### config.mk
export PLATFORM = sky130hd
export DESIGN_NAME = bios_port_arbiter
export DESIGN_NICKNAME = d
export VERILOG_FILES = /design/src/rtl/bios_port_arbiter.sv
export SDC_FILE = /design/constraint.sdc
export NUM_CORES = 1
export LEC_CHECK = 0
export ABC_AREA = 1
export CAP_MARGIN = 40
export CORE_ASPECT_RATIO = 1.75
export CORE_MARGIN = 5
export CORE_UTILIZATION = 43
export CTS_BUF_LIST = sky130_fd_sc_hd__clkbuf_8
export DETAILED_ROUTE_END_ITERATION = 12
export PLACE_DENSITY = 0.9
export SLEW_MARGIN = 20
export SYNTH_ARGS = -nofsm -noshare
export SYNTH_HDL_FRONTEND = slang
export SYNTH_SLANG_ARGS = --single-unit
### constraint.sdc
create_clock -name clk -period 2.1 [get_ports clk]
set_input_delay 0.525 -clock clk [delete_from_list [all_inputs] [get_ports clk]]
set_output_delay 0.525 -clock clk [all_outputs]
set_load 0.05 [all_outputs]
### src/rtl/bios_port_arbiter.sv
// Shares a single-port, synchronous-read BIOS between instruction fetch and data load,
// tagging each read with its owner and steering the 1-cycle-latency data back to it.
module bios_port_arbiter #(
  parameter int ADDR_W   = 12,
  parameter int DATA_W   = 32,
  parameter int MAX_WAIT = 4
) (
  input  logic              clk,
  input  logic              rst_n,
  input  logic              if_req,
  input  logic [ADDR_W-1:0] if_addr,
  output logic              if_gnt,
  output logic              if_rvalid,
  output logic [DATA_W-1:0] if_rdata,
  input  logic              ld_req,
  input  logic [ADDR_W-1:0] ld_addr,
  output logic              ld_gnt,
  output logic              ld_rvalid,
  output logic [DATA_W-1:0] ld_rdata,
  output logic              bios_en,
  output logic [ADDR_W-1:0] bios_addr,
  input  logic [DATA_W-1:0] bios_dout,
  output logic              stall_if,
  output logic              stall_ld
);

  // One spare code so the counter still has a bit when MAX_WAIT is 0.
  localparam int CNT_W = $clog2(MAX_WAIT + 2);
  localparam logic [CNT_W-1:0] MAX_CNT = CNT_W'(MAX_WAIT);

  typedef enum logic [1:0] {
    OWN_NONE = 2'd0,
    OWN_IF   = 2'd1,
    OWN_LD   = 2'd2
  } owner_e;

  owner_e            owner_r;
  owner_e            owner_nxt_s;
  logic [CNT_W-1:0]  starve_cnt_r;
  logic [CNT_W-1:0]  starve_cnt_nxt_s;
  logic [DATA_W-1:0] if_hold_r;
  logic [DATA_W-1:0] ld_hold_r;
  logic              if_gnt_s;
  logic              ld_gnt_s;
  logic              if_rvalid_s;
  logic              ld_rvalid_s;

  // Grant decision: LD preferred unless IF has waited MAX_WAIT cycles.
  always_comb begin
    if_gnt_s = 1'b0;
    ld_gnt_s = 1'b0;
    if (!rst_n) begin
      if_gnt_s = 1'b0;
      ld_gnt_s = 1'b0;
    end else if (if_req && ld_req) begin
      if (starve_cnt_r == MAX_CNT) begin
        if_gnt_s = 1'b1;
      end else begin
        ld_gnt_s = 1'b1;
      end
    end else if (if_req) begin
      if_gnt_s = 1'b1;
    end else if (ld_req) begin
      ld_gnt_s = 1'b1;
    end else begin
      if_gnt_s = 1'b0;
      ld_gnt_s = 1'b0;
    end
  end

  // Next owner tag and saturating IF starvation count.
  always_comb begin
    owner_nxt_s      = OWN_NONE;
    starve_cnt_nxt_s = {CNT_W{1'b0}};
    case ({if_gnt_s, ld_gnt_s})
      2'b10:   owner_nxt_s = OWN_IF;
      2'b01:   owner_nxt_s = OWN_LD;
      default: owner_nxt_s = OWN_NONE;
    endcase
    if (if_req && !if_gnt_s) begin
      if (starve_cnt_r == MAX_CNT) begin
        starve_cnt_nxt_s = starve_cnt_r;
      end else begin
        starve_cnt_nxt_s = starve_cnt_r + CNT_W'(1);
      end
    end else begin
      starve_cnt_nxt_s = {CNT_W{1'b0}};
    end
  end

  // State registers; hold registers capture the data of the owning side.
  always_ff @(posedge clk or negedge rst_n) begin
    if (!rst_n) begin
      owner_r      <= OWN_NONE;
      starve_cnt_r <= {CNT_W{1'b0}};
      if_hold_r    <= {DATA_W{1'b0}};
      ld_hold_r    <= {DATA_W{1'b0}};
    end else begin
      owner_r      <= owner_nxt_s;
      starve_cnt_r <= starve_cnt_nxt_s;
      if (if_rvalid_s) begin
        if_hold_r <= bios_dout;
      end
      if (ld_rvalid_s) begin
        ld_hold_r <= bios_dout;
      end
    end
  end

  assign if_rvalid_s = rst_n && (owner_r == OWN_IF);
  assign ld_rvalid_s = rst_n && (owner_r == OWN_LD);

  assign if_gnt    = if_gnt_s;
  assign ld_gnt    = ld_gnt_s;
  assign bios_en   = if_gnt_s | ld_gnt_s;
  assign bios_addr = !rst_n   ? {ADDR_W{1'b0}} :
                     ld_gnt_s ? ld_addr : if_addr;
  assign if_rvalid = if_rvalid_s;
  assign ld_rvalid = ld_rvalid_s;
  assign if_rdata  = !rst_n      ? {DATA_W{1'b0}} :
                     if_rvalid_s ? bios_dout : if_hold_r;
  assign ld_rdata  = !rst_n      ? {DATA_W{1'b0}} :
                     ld_rvalid_s ? bios_dout : ld_hold_r;
  assign stall_if  = rst_n & if_req & ~if_gnt_s;
  assign stall_ld  = rst_n & ld_req & ~ld_gnt_s;

endmodule

After elaboration in Yosys (flattened, before gate mapping)
Cells that the tools add are included.
- register bits after elaboration: 69
- word-level logic and storage cells: 41
- multiplexer cells: 18
- equality and inequality tests: 6
- reductions and logical operators: 5
- add/subtract/negate cells: 1
- bitwise operators: 7
- operators by type and width (operator ; number):
    $mux 32 ; 4
    $mux 12 ; 2
    $mux 1 ; 9
    $mux 3 ; 2
    $and 1x1->1 ; 4
    $eq 2x1->1 const B ; 2
    $eq 2x2->1 const B ; 2
    $logic_and 1x1->1 ; 4
    $pmux 2 s2 ; 1
    $add 3x1->3 const B ; 1
    $eq 3x3->1 const B ; 1
    $ne 2x2->1 const B ; 1
    $not 1->1 ; 2
    $logic_not 1->1 ; 1
    $or 1x1->1 ; 1

Logic depth before layout (Yosys ltp)
- depth in word-level cells: 7
- gate-level depth with buffers: 8
- mapped depth without buffers: 7

Least setup slack after synthesis
Ideal clock, no wire load.
- path kind: input port to output port
- start: input port rst_n
- end: output port if_rdata[20]
- setup slack: -221 ps
- stages: 7
- data required time: 1575 ps
- data arrival time: 1796 ps
- path buffers: 3
- path through: buf_4 > nand3_2 > buf_6 > buf_6 > nand2_2 > o21ai_2 > nor2_1
- word-level cells in the longest chain between the ends: 3
- RTL lines (element ; line ; source):
    start: declaration ; 9 ; input logic rst_n,
    $logic_and 1x1->1 ; 110 ; assign if_rvalid_s = rst_n && (owner_r == OWN_IF);
    $mux 32 ; n/a ;
    $mux 32 * ; 120 ; assign if_rdata = !rst_n ? {DATA_W{1'b0}} :
    end: declaration ; 14 ; output logic [DATA_W-1:0] if_rdata,
Every way passes the cells marked *; elsewhere a longest branch is shown, timed or not.

Worst setup path in the final report
- start: register owner_r[0]
- end: output port ld_rdata[23]
- word-level cells in the longest chain between the ends: 4
- RTL lines (element ; line ; source):
    start: declaration ; 37 ; owner_e owner_r;
    start signal: assignment ; 99 ; owner_r <= owner_nxt_s;
    $eq 2x2->1 ; 111 ; assign ld_rvalid_s = rst_n && (owner_r == OWN_LD);
    $logic_and 1x1->1 ; 111 ;
    $mux 32 ; n/a ;
    $mux 32 ; 122 ; assign ld_rdata = !rst_n ? {DATA_W{1'b0}} :
    end: declaration ; 19 ; output logic [DATA_W-1:0] ld_rdata,
Every way passes these cells.

==> results.cfg <==
[logic_synthesis]
synth_area_leaders = dfrtp_1 (45%), inv_1 (14%), o21ai_2 (14%)
synth_top_area_share_pct = 45.5
synth.mux.area_fraction_pct = 0
ys_types = 19
synthSimpleGateAreaFrac_pct = 20.1
syn-num-nets = 548
avgSynthCellArea_um2 = 7.81
yosys_register_bits = 69
syn_inst = 486
yosys_warnings = 0
yosysTopAreaCell = dfrtp_1
seq_area_frac_synth_pct = 45.5
synth_compound_area_share_pct = 14.5
synth_top_family_by_area = simple AND/OR/NAND/NOR gates
synth_xor_area_share_pct = 0.231
synth_fa_ha_area_share_pct = 0.659
syn_area_mm2 = 0.00380

[sta]
hold_violations = 0
drv_slew = 0
fin_crit_ps = 2450
relSlewSlack_pct = 66.9
timing.fmax_mhz = 409
setup_slack_ps = -348
finClkSkew_ps = 11.2
finalCritPeriodShare_pct = 117
worstMarginPinSlew_ps = 497
finalSetupViolations = 80
rsz0062_at_grt = yes

[setup_path]
slowest_stage = dfrtp_1
crit_type = reg2out
critPathMaxStageDelay_ps = 400
cp_data_arrival_time_ps = 1920
crit_top_cell = buf_12
crit_path_end_kind = output pin
r2r_cells = 7
r2r-end = starve_cnt_r[0]$_DFFE_PN0P_
worstPathRequired_ps = 1570
reg2reg_setup_slack_ps = 520
crit_fanout = 29
worstPathCellList = inv_1 -> nand3_4 -> buf_12 -> nand2_1 -> o21ai_2 -> nor2_4 -> buf_12
worstReg2RegStart = starve_cnt_r[0]$_DFFE_PN0P_
start_kind = flop

[route]
wl_per_cell_um = 24.1
drc = 0
routed_wl_um = 18900
via_per_inst = 5.26
drtAntennaViolNets = 0
via_count = 4131
drtPass1Iterations = 5
first_iter_violations = 356

[cells_and_area]
final_core_util_pct = 87.9
fill_cells = 351
drive_above_1_share_pct = 53.6
nNetsFinal = 723
regArea_mm2 = 0.00173
area_growth_pct = 101
layout_common_cells = inv_1 (135), buf_12 (93), dfrtp_1 (69)
post-route-cell-area_mm2 = 0.00762
multiInputGateArea_mm2 = 0.00217
final_common_cell = inv_1

[placed_design]
gp_congestion = 0.888
io_buffers = 142
dpl_cell_area_mm2 = 0.00643
hpwlAfterDp_um = 9160
preCtsSetupSlack_ps = -159

[floorplanning]
core_area_mm2 = 0.00867
start_util_pct = 43.8
num_rows = 45
die_w_um = 81.0
die_h_um = 134
io_pins = 143
die-area_mm2 = 0.0109

[clocking]
htree_levels = 3
cts_root_buf = clkbuf_8
clkSinkCount = 69
hold_buffers = 0
cts_tree = done
cts_buffers = 9
clk_latency_ps = 370
clkTransAtPathRegs_ps = 70
clockBufferDepth = 2

[run_status]
failed_checks = setup timing
status = finished, violations left

[grt]
antenna_found_initial = 2
grt_overflow = 0
grt_pass1_wl_um = 23100
grt_max_degree = 38
grtUsageTotal_pct = 28.8
grt_pass1_vias = 4396

[power_and_ir_drop]
clkPwrFrac_pct = 18.5
powerDensity_mw_per_mm2 = 832
pwr-share-comb_pct = 54.4
p_seq_share_pct = 27.1
p_sw_share_pct = 42.5
vdd_drop_max_uv = 776
p_sw_uw = 2690
leakage_uw = 0.00374
internal-power_uw = 3650

[hold_path]
hold_path_class = in2async

[job]
cap_violations = 0
[final cells by class]
class | count | area share [%]
timing repair buffer | 188 | 37.1
clock buffer | 11 | 1.99
inverter | 141 | 7.00
tap | 117 | 1.92
antenna | 2 | 0.0657
sequential | 69 | 22.7
multi-input combinational | 252 | 28.5
clock inverter | 5 | 0.772
[sequential cells by signal, indices dropped and copies added, names as in the netlist]
register,cells
owner_r,2
starve_cnt_r,3
if_hold_r,32
ld_hold_r,32
[how the worst max path moves through the flow]
stage	start	endpoint	slack, ps	cells past startpoint
floorplan	rst_n	if_rdata[18]	5	7
global placement	ld_req	bios_addr[11]	-130	9
detailed placement	if_req	bios_addr[1]	-160	7
CTS	owner_r[1]$_DFF_PN0_	if_rdata[10]	-120	8
global route	owner_r[0]$_DFF_PN0_	ld_rdata[23]	-400	7
finish	owner_r[0]$_DFF_PN0_	ld_rdata[23]	-350	7
[metal layers]
layer,vias to the layer above,share of wire (%),GRT usage [%]
li1,1755,-,-
met1,2038,33,28.0
met2,258,54,52.0
met3,80,6.6,6.92
met4,0,6.6,18.9
met5,-,0,0
[through the flow]
step                      total power [µW]  TNS (ps)  hold WS [ps]  cells
final                                 6340    -14720          14.9    785
after global routing                  6540    -19600          13.2    785
after CTS                             5890     -5850         0.555    772
after detailed placement              4550     -1920           378    743
after global placement                4440     -1450           376    743
after floorplan                       3260         0           229    486
[power groups by stage]
| stage | logic [µW] | registers [µW] | clock network [µW] |
|---|---|---|---|
| 3_5_place_dp | 2840 | 1710 | 0 |
| 5_1_grt | 3580 | 1740 | 1230 |
| 3_3_place_gp | 2760 | 1690 | 0 |
| 2_1_floorplan | 1580 | 1680 | 0 |
| 6_report | 3450 | 1720 | 1170 |
| 4_1_cts | 3070 | 1690 | 1130 |
[repair_timing]
action	4_1_cts	5_1_grt
setup endpoints to repair	80	81
gates cloned	3	2
pin swaps	25	20
buffers inserted	10	10
gates resized for setup	85	77
[worst max-delay path, delay by kind of cell (launching register included)]
family	cells	cell delay [ps]
flops	1	400
simple gates	3	470
buf+inv	3	540
compound gates	1	120
[Yosys cell counts]
library cell / n
nand3_1: 13
dfrtp_1: 69
clkbuf_1: 7
nand4_1: 2
buf_6: 12
xnor2_1: 1
clkbuf_2: 2
a21oi_1: 1
o21ai_2: 60
nand2_1: 84
buf_2: 1
nand2_2: 16
inv_2: 1
nor2_1: 67
nand3_2: 2
ha_1: 2
inv_1: 140
buf_4: 2
o21ai_1: 4
[cells by family after synthesis]
| logic type | Yosys count |
|---|---|
| XOR/XNOR | 1 |
| buffers and inverters | 165 |
| AND/OR/NAND/NOR | 184 |
| AO/OA/AOI/OAI | 65 |
| adder cells (fa/ha/maj) | 2 |
| flip-flops | 69 |
Power figures use the tool's default switching activity.
